--- config.mk ---
export PLATFORM = sky130hd
export DESIGN_NAME = keypad_scanner
export DESIGN_NICKNAME = d
export VERILOG_FILES = /design/src/rtl/keypad_pkg.sv /design/src/rtl/keypad_debounce_fsm.sv /design/src/rtl/keypad_scanner.sv
export SDC_FILE = /design/constraint.sdc
export NUM_CORES = 1
export LEC_CHECK = 0
export CORE_ASPECT_RATIO = 0.6
export CORE_MARGIN = 3
export CORE_UTILIZATION = 55
export CTS_BUF_LIST = sky130_fd_sc_hd__clkbuf_4 sky130_fd_sc_hd__clkbuf_8 sky130_fd_sc_hd__clkbuf_16
export CTS_CLUSTER_DIAMETER = 50
export CTS_CLUSTER_SIZE = 12
export DETAILED_ROUTE_END_ITERATION = 7
export GPL_TIMING_DRIVEN = 0
export PLACE_DENSITY = 0.75
export SLEW_MARGIN = 30
export SYNTH_ARGS = -nofsm -noshare
export SYNTH_HDL_FRONTEND = slang
export SYNTH_SLANG_ARGS = --single-unit
--- constraint.sdc ---
create_clock -name clk -period 5.4 [get_ports clk]
set_input_delay 1.35 -clock clk [delete_from_list [all_inputs] [get_ports clk]]
set_output_delay 1.35 -clock clk [all_outputs]
set_load 0.1 [all_outputs]
--- src/rtl/keypad_pkg.sv ---
// -----------------------------------------------------------------------------
// keypad_pkg
// Shared types, constants and small helpers for the 4x4 keypad scanner.
//
// Contents:
//   KEY_CODE_W, NUM_COLS, NUM_ROWS - matrix geometry and key code width
//   fsm_state_e                    - debounce FSM states (IDLE, CONFIRM, HELD)
//   scan_kind_e / scan_result_t    - classification of one full matrix scan
//   countRows / lowestRow / packKeyCode - helpers for scan classification
// -----------------------------------------------------------------------------
package keypad_pkg;

  localparam int KEY_CODE_W = 4;
  localparam int NUM_COLS   = 4;
  localparam int NUM_ROWS   = 4;
  localparam int COL_IDX_W  = 2;
  localparam int ROW_IDX_W  = 2;

  // Index of the column whose sample closes a full scan.
  localparam logic [COL_IDX_W-1:0] LAST_COL = COL_IDX_W'(NUM_COLS - 1);

  typedef enum logic [1:0] {
    IDLE    = 2'd0,
    CONFIRM = 2'd1,
    HELD    = 2'd2
  } fsm_state_e;

  typedef enum logic [1:0] {
    NONE   = 2'd0,
    SINGLE = 2'd1,
    MULTI  = 2'd2
  } scan_kind_e;

  typedef struct packed {
    scan_kind_e              kind;
    logic [KEY_CODE_W-1:0]   code;
  } scan_result_t;

  // Number of closed contacts reported on the row returns of one column.
  function automatic logic [2:0] countRows(input logic [NUM_ROWS-1:0] rows);
    logic [2:0] total;
    total = '0;
    for (int r = 0; r < NUM_ROWS; r++) begin
      total = total + {2'b00, rows[r]};
    end
    return total;
  endfunction

  // Index of the lowest set row bit; only meaningful when exactly one is set.
  function automatic logic [ROW_IDX_W-1:0] lowestRow(input logic [NUM_ROWS-1:0] rows);
    logic [ROW_IDX_W-1:0] idx;
    idx = '0;
    for (int r = NUM_ROWS - 1; r >= 0; r--) begin
      if (rows[r]) begin
        idx = ROW_IDX_W'(r);
      end
    end
    return idx;
  endfunction

  // Key code is row_index*4 + col_index, which is just the two fields packed.
  function automatic logic [KEY_CODE_W-1:0] packKeyCode(input logic [ROW_IDX_W-1:0] row,
                                                        input logic [COL_IDX_W-1:0] col);
    return {row, col};
  endfunction

endpackage

--- src/rtl/keypad_debounce_fsm.sv ---
// -----------------------------------------------------------------------------
// keypad_debounce_fsm
// Accumulates the per-column row samples of one full scan, classifies the scan
// as NONE / SINGLE(code) / MULTI, and runs the debounce state machine that
// accepts a key after DEBOUNCE_SCANS consecutive identical single-key scans.
//
// Ports:
//   clk          - system clock, rising edge
//   rst          - synchronous active-high reset
//   sample_i     - high in the last cycle of a column dwell (row data settled)
//   col_idx_i    - index of the column currently strobed
//   rowk_i       - active-high row returns for the strobed column
//   key_code_o   - last accepted key code, held until the next acceptance
//   key_valid_o  - one-cycle pulse in the cycle after the accepting scan end
//   key_held_o   - high while the FSM is in HELD
// -----------------------------------------------------------------------------
module keypad_debounce_fsm
  import keypad_pkg::*;
#(
  parameter int DEBOUNCE_SCANS = 3
) (
  input  logic                  clk,
  input  logic                  rst,
  input  logic                  sample_i,
  input  logic [COL_IDX_W-1:0]  col_idx_i,
  input  logic [NUM_ROWS-1:0]   rowk_i,
  output logic [KEY_CODE_W-1:0] key_code_o,
  output logic                  key_valid_o,
  output logic                  key_held_o
);

  localparam logic [3:0] DS_CNT = 4'(DEBOUNCE_SCANS);

  // Hit accumulator encoding: more than one closed contact saturates at MANY.
  localparam logic [1:0] HITS_ZERO = 2'd0;
  localparam logic [1:0] HITS_ONE  = 2'd1;
  localparam logic [1:0] HITS_MANY = 2'd2;

  logic [1:0]            hitCount_q, hitCount_d;
  logic [KEY_CODE_W-1:0] hitCode_q, hitCode_d;
  logic [2:0]            colHits;
  logic                  scanEnd;
  scan_result_t          result;

  fsm_state_e            state_q;
  logic [KEY_CODE_W-1:0] cand_q;
  logic [3:0]            cnt_q;
  logic [KEY_CODE_W-1:0] keyCode_q;
  logic                  keyValid_q;
  logic [3:0]            newCnt;
  logic                  acceptNow;

  assign scanEnd = sample_i && (col_idx_i == LAST_COL);

  // Fold the current column's sample into the running scan summary. Only
  // the first clean single hit of a scan is remembered; anything beyond that
  // pushes the scan to MANY, which later classifies as MULTI.
  always_comb begin
    colHits    = countRows(rowk_i);
    hitCount_d = hitCount_q;
    hitCode_d  = hitCode_q;
    if (sample_i && (colHits != 3'd0)) begin
      if ((hitCount_q == HITS_ZERO) && (colHits == 3'd1)) begin
        hitCount_d = HITS_ONE;
        hitCode_d  = packKeyCode(lowestRow(rowk_i), col_idx_i);
      end else begin
        hitCount_d = HITS_MANY;
      end
    end
  end

  // Scan summary registers; cleared at every scan end so the next scan
  // starts from an empty matrix picture.
  always_ff @(posedge clk) begin
    if (rst || scanEnd) begin
      hitCount_q <= HITS_ZERO;
      hitCode_q  <= '0;
    end else begin
      hitCount_q <= hitCount_d;
      hitCode_q  <= hitCode_d;
    end
  end

  // Classification of the scan that closes in this cycle (includes the
  // column 3 sample that is arriving right now).
  always_comb begin
    result.code = hitCode_d;
    case (hitCount_d)
      HITS_ZERO: result.kind = NONE;
      HITS_ONE:  result.kind = SINGLE;
      default:   result.kind = MULTI;
    endcase
  end

  // Debounce count the candidate would have after this scan: it only grows
  // while confirming the same key, otherwise a fresh candidate starts at 1.
  // The count saturates so it can never run past the acceptance threshold.
  always_comb begin
    if ((state_q == CONFIRM) && (result.code == cand_q)) begin
      newCnt = (cnt_q >= DS_CNT) ? DS_CNT : (cnt_q + 4'd1);
    end else begin
      newCnt = 4'd1;
    end
    acceptNow = (result.kind == SINGLE) && (newCnt == DS_CNT);
  end

  // Debounce FSM. Decisions are made only at scan end; key_valid is
  // registered so the pulse lands in the cycle after the accepting scan.
  always_ff @(posedge clk) begin
    if (rst) begin
      state_q    <= IDLE;
      cand_q     <= '0;
      cnt_q      <= '0;
      keyCode_q  <= '0;
      keyValid_q <= 1'b0;
    end else begin
      keyValid_q <= 1'b0;
      if (scanEnd) begin
        case (state_q)
          IDLE, CONFIRM: begin
            if (result.kind == SINGLE) begin
              cand_q <= result.code;
              cnt_q  <= newCnt;
              if (acceptNow) begin
                state_q    <= HELD;
                keyCode_q  <= result.code;
                keyValid_q <= 1'b1;
              end else begin
                state_q <= CONFIRM;
              end
            end else begin
              state_q <= IDLE;
              cnt_q   <= '0;
            end
          end
          HELD: begin
            if (result.kind == NONE) begin
              state_q <= IDLE;
              cnt_q   <= '0;
            end else if ((result.kind == SINGLE) && (result.code != cand_q)) begin
              // A different key took over: confirm it from scratch.
              cand_q <= result.code;
              cnt_q  <= newCnt;
              if (acceptNow) begin
                state_q    <= HELD;
                keyCode_q  <= result.code;
                keyValid_q <= 1'b1;
              end else begin
                state_q <= CONFIRM;
              end
            end
          end
          default: begin
            state_q <= IDLE;
            cnt_q   <= '0;
          end
        endcase
      end
    end
  end

  assign key_code_o  = keyCode_q;
  assign key_valid_o = keyValid_q;
  assign key_held_o  = (state_q == HELD);

endmodule

--- src/rtl/keypad_scanner.sv ---
// -----------------------------------------------------------------------------
// keypad_scanner
// Drives a one-hot column strobe across a 4x4 keypad matrix, holding each
// column for SCAN_DIV cycles, and hands the settled row returns to the
// debounce FSM, which reports accepted keys.
//
// Parameters:
//   SCAN_DIV       - cycles each column is held (2..255)
//   DEBOUNCE_SCANS - identical single-key scans needed to accept (1..15)
//
// Ports:
//   clk        - system clock, rising edge
//   rst        - synchronous active-high reset
//   rowk       - active-high row returns of the strobed column
//   columnk    - one-hot active-high column strobe
//   key_code   - accepted key (row*4 + col), held until the next acceptance
//   key_valid  - one-cycle pulse when a key is accepted
//   key_held   - high from acceptance until the key is released
// -----------------------------------------------------------------------------
module keypad_scanner
  import keypad_pkg::*;
#(
  parameter int SCAN_DIV       = 4,
  parameter int DEBOUNCE_SCANS = 3
) (
  input  logic                  clk,
  input  logic                  rst,
  input  logic [NUM_ROWS-1:0]   rowk,
  output logic [NUM_COLS-1:0]   columnk,
  output logic [KEY_CODE_W-1:0] key_code,
  output logic                  key_valid,
  output logic                  key_held
);

  localparam logic [7:0] DWELL_LAST = 8'(SCAN_DIV - 1);

  logic [7:0]           dwell_q;
  logic [COL_IDX_W-1:0] colIdx_q;
  logic                 sampleNow;

  // Rows are only trusted in the last dwell cycle, after the strobe settled.
  assign sampleNow = (dwell_q == DWELL_LAST);

  // Dwell counter and column index. Both wrap silently; the 2-bit column
  // index rolls from 3 back to 0 on its own.
  always_ff @(posedge clk) begin
    if (rst) begin
      dwell_q  <= '0;
      colIdx_q <= '0;
    end else if (sampleNow) begin
      dwell_q  <= '0;
      colIdx_q <= colIdx_q + 2'd1;
    end else begin
      dwell_q <= dwell_q + 8'd1;
    end
  end

  // Decoding the registered index keeps the strobe strictly one-hot.
  assign columnk = NUM_COLS'(1) << colIdx_q;

  keypad_debounce_fsm #(
    .DEBOUNCE_SCANS (DEBOUNCE_SCANS)
  ) u_debounce_fsm (
    .clk         (clk),
    .rst         (rst),
    .sample_i    (sampleNow),
    .col_idx_i   (colIdx_q),
    .rowk_i      (rowk),
    .key_code_o  (key_code),
    .key_valid_o (key_valid),
    .key_held_o  (key_held)
  );

endmodule

==> results.md <==
* Final core utilization at 74.4%
* Critical Path Start Type: primary input
* TritonCTS clock tree: built
* Setup crit end kind: flip-flop
* DRC Markers at 0
* Width of the die at 77.5 um
* Asr flop ratio synth at 0%
* Std-Cell Rows at 14
* Simple-Gate Fraction of Synth Area at 27.6%
* Clk pwr share at 43.6%
* GR Overflow Total at 0
* CTS Sinks at 31
* Ranking of synthesized cells by area: dfxtp_1, nor2_1, ha_1
* #FFs+latches synth at 31
* Post-synth cell types at 44
* Die area at 3790 um2
* DR pass1 iterations at 4
* Gate Count Post-Synth at 186
* Wire per inst at 14.7 um
* Filler cell count at 215
* Share of cells above drive strength 1 at 13.3%
* Initial antenna violation count at 0
* Max Slew Vio Count at 0
* Worst Max-Slew Pin Slew at 0.986 ns
* Die height at 48.9 um
* Tcrit/Tclk final at 94.1%
* Combinational share of power at 11.0%
* Clock skew at 0.0109 ns
* DR vias/cell at 5.59
* Max Fanout on Critical Path at 7
* CTS root buf: clkbuf_8
* First-pass GRT wire length at 6.14 mm
* Dpl ws at -0.241 ns
* Internal power at 390 uW
* Final cell count without fillers at 251
* R2R setup slack at 1.99 ns
* Post-Syn Nets at 201
* Area fraction in compound gates after synthesis at 10.6%
* P_leak at 0.000816 uW
* Path type of the worst min-delay path: flip-flop to flip-flop
* Final setup violating endpoints at 0
* Flop pwr share at 45.5%
* I/O pin count at 16
* CORE AREA at 2720 um2
* CP Data Required Time at 5.57 ns
* Multi-input gate area at 1000 um2
* Max-cap violations at 0
* Yosys warnings at 0
* Post-synth top area share at 36.7%
* Slew HR at 34.1%
* Post-cts hold buffer count at 0
* Arrival @ worst endpoint at 5.26 ns
* Deepest clock path buffer count at 2
* Clock Latency Late Sink at 0.28 ns
* Power per cell area at 259 nW/um2
* Seq/Total Area, Yosys at 36.7%
* Hold Vio Cnt, Final at 0
* Syn Std Cell Area at 1690 um2
* Initial Util at 62.2%
* # port buffers at 15
* Nets at 225
* Sw frac at 25.5%
* Status: finished clean
* Multiplexer area fraction after synthesis at 8.00%
* Total GRT Usage at 20.6%
* Diode count at 0
* Worst VDD drop at 0.000190 V
* Post-Route WL at 3.70 mm
* CP Class: primary input to flip-flop
* Largest net degree at the start of global routing at 12
* P&R area growth vs syn at 19.6%
* Post-layout min period at 5.08 ns
* Placed instance count at 241
* Top cell type by total area after synthesis: dfxtp_1
* H-Tree Depth at 2
* Register area at 621 um2
* Synthesized-area fraction occupied by adder cells at 7.11%
* Detail Placement HPWL at 2.74 mm
* Vias in the first global route at 1315
* Final worst slack at 0.318 ns
* Clk pin slew, worst setup/hold paths at 0.07 ns
* Num CTS Buffers at 5
* Avg Cell Area, Syn at 9.08 um2
* Gpl congestion at 0.795
* Post-synth EDFFs at 0
* RSZ-0062 raised after global routing: no
* Via count at 1402
* DRT antenna net count at 0
* Post-synth top flop: dfxtp_1
* Fmax at 0.197 GHz
* Initial DRC Count at 108
* Switching power at 133 uW
* Largest family of logic cells by synthesized area: simple AND/OR/NAND/NOR gates
* Xor and xnor fraction of the mapped netlist area at 5.78%
[per-layer routing]
metal / part of all wire [%] / vias to the layer above / GRT usage (%)
li1: - / 689 / -
met1: 49 / 651 / 28.7
met2: 42 / 58 / 29.5
met3: 8.1 / 4 / 5.90
met4: 0.73 / 0 / 8.58
met5: 0 / - / 0
[cell families (layout without fill, tap and decap cells)]
logic type	after synthesis	in the layout
AO/OA/AOI/OAI	25	25
XOR/XNOR	9	9
adder cells (fa/ha/maj)	9	9
buffers and inverters	19	44
flip-flops	31	31
multiplexers	13	13
AND/OR/NAND/NOR	80	80
[cells in the mapped netlist, types with 2 or more instances]
cell type / n
a211oi_1: 3
a21o_1: 2
a21oi_1: 8
and3_1: 3
dfxtp_1: 31
ha_1: 8
inv_1: 17
mux2_2: 4
mux2i_1: 9
nand2_1: 7
nand2b_1: 6
nand3_1: 7
nand3_2: 2
nand4_1: 2
nor2_1: 29
nor2b_1: 5
nor3_1: 3
nor3b_1: 2
nor4_1: 2
o21ai_0: 4
o31ai_1: 2
or2_2: 2
xnor2_1: 2
xor2_1: 6
[power by group through the flow]
stage	registers (uW)	clock network [uW]	logic, uW
2_1_floorplan	241	0	41.6
3_3_place_gp	243	0	54.4
3_5_place_dp	243	0	56.3
4_1_cts	238	234	56.7
5_1_grt	238	249	63.3
6_report	238	228	57.5
[cell type report]
class / count / area share (%)
multi-input combinational: 136 / 49.5
sequential: 31 / 30.7
timing repair buffer: 17 / 8.17
clock buffer: 5 / 3.41
inverter: 17 / 3.16
tap: 40 / 2.48
clock inverter: 3 / 2.17
buffer: 2 / 0.372
[critical path: stages]
cell and delay [ns]:
clkdlybuf4s50_1 0.45, ha_1 0.30, inv_1 0.04, fa_1 0.35, inv_1 0.06, ha_1 0.23
nor4_1 0.38, nor4b_4 0.25, buf_4 0.19, mux2i_1 0.39, nor2_1 0.19, or4b_1 0.57
nand3_2 0.15, mux2_2 0.35
[state kept, by name, indices dropped and copies added, names as in the netlist]
register / cells
u_debounce_fsm.hitCode_q: 4
u_debounce_fsm.key_valid_o: 1
u_debounce_fsm.cand_q: 4
u_debounce_fsm.key_code_o: 4
u_debounce_fsm.hitCount_q: 2
u_debounce_fsm.state_q: 2
colIdx_q: 2
u_debounce_fsm.cnt_q: 4
dwell_q: 8
[stage by stage]
stage                     cell area [um2]  hold WS (ns)  power (uW)  setup TNS [ns]
after floorplan                      1690         0.438         283               0
after global placement               1890         0.464         297          -0.488
after detailed placement             1890         0.471         299          -0.930
after CTS                            2000         0.483         528               0
after global routing                 2020         0.496         551               0
final                                2020         0.480         523               0
[path summary, 6_finish.rpt]
path / from / to / depth (start not counted)
max: rowk[0] / u_debounce_fsm.cand_q[1] / 14
min: u_debounce_fsm.cnt_q[1] / u_debounce_fsm.cnt_q[1] / 2
max reg2reg: dwell_q[0] / u_debounce_fsm.cand_q[1] / 9
min reg2reg: u_debounce_fsm.cnt_q[1] / u_debounce_fsm.cnt_q[1] / 2
[cell usage in the layout (no fill, tap or decap), types with 2 or more instances in the layout]
cell type        count
o21ai_0              4
mux2_2               4
inv_1               17
a211oi_1             3
or2_2                2
mux2i_1              8
nor3b_1              2
nor2b_1              5
a21oi_1              8
clkbuf_8             5
a21o_1               2
clkdlybuf4s50_1     15
nand3_2              2
nand3_1              7
nand2_1              7
buf_4                2
nor3_1               3
xnor2_1              2
nor4_1               2
nand4_1              2
nand2b_1             6
nor2_1              29
ha_1                 8
xor2_1               6
dfxtp_1             31
and3_1               3
o31ai_1              2
[repair_timing]
item                                    in CTS  in global routing
endpoints found under the setup margin       0                  6
buffers inserted                             0                  2
resized for setup                            0                  1
(Power assumes the default switching activity.)
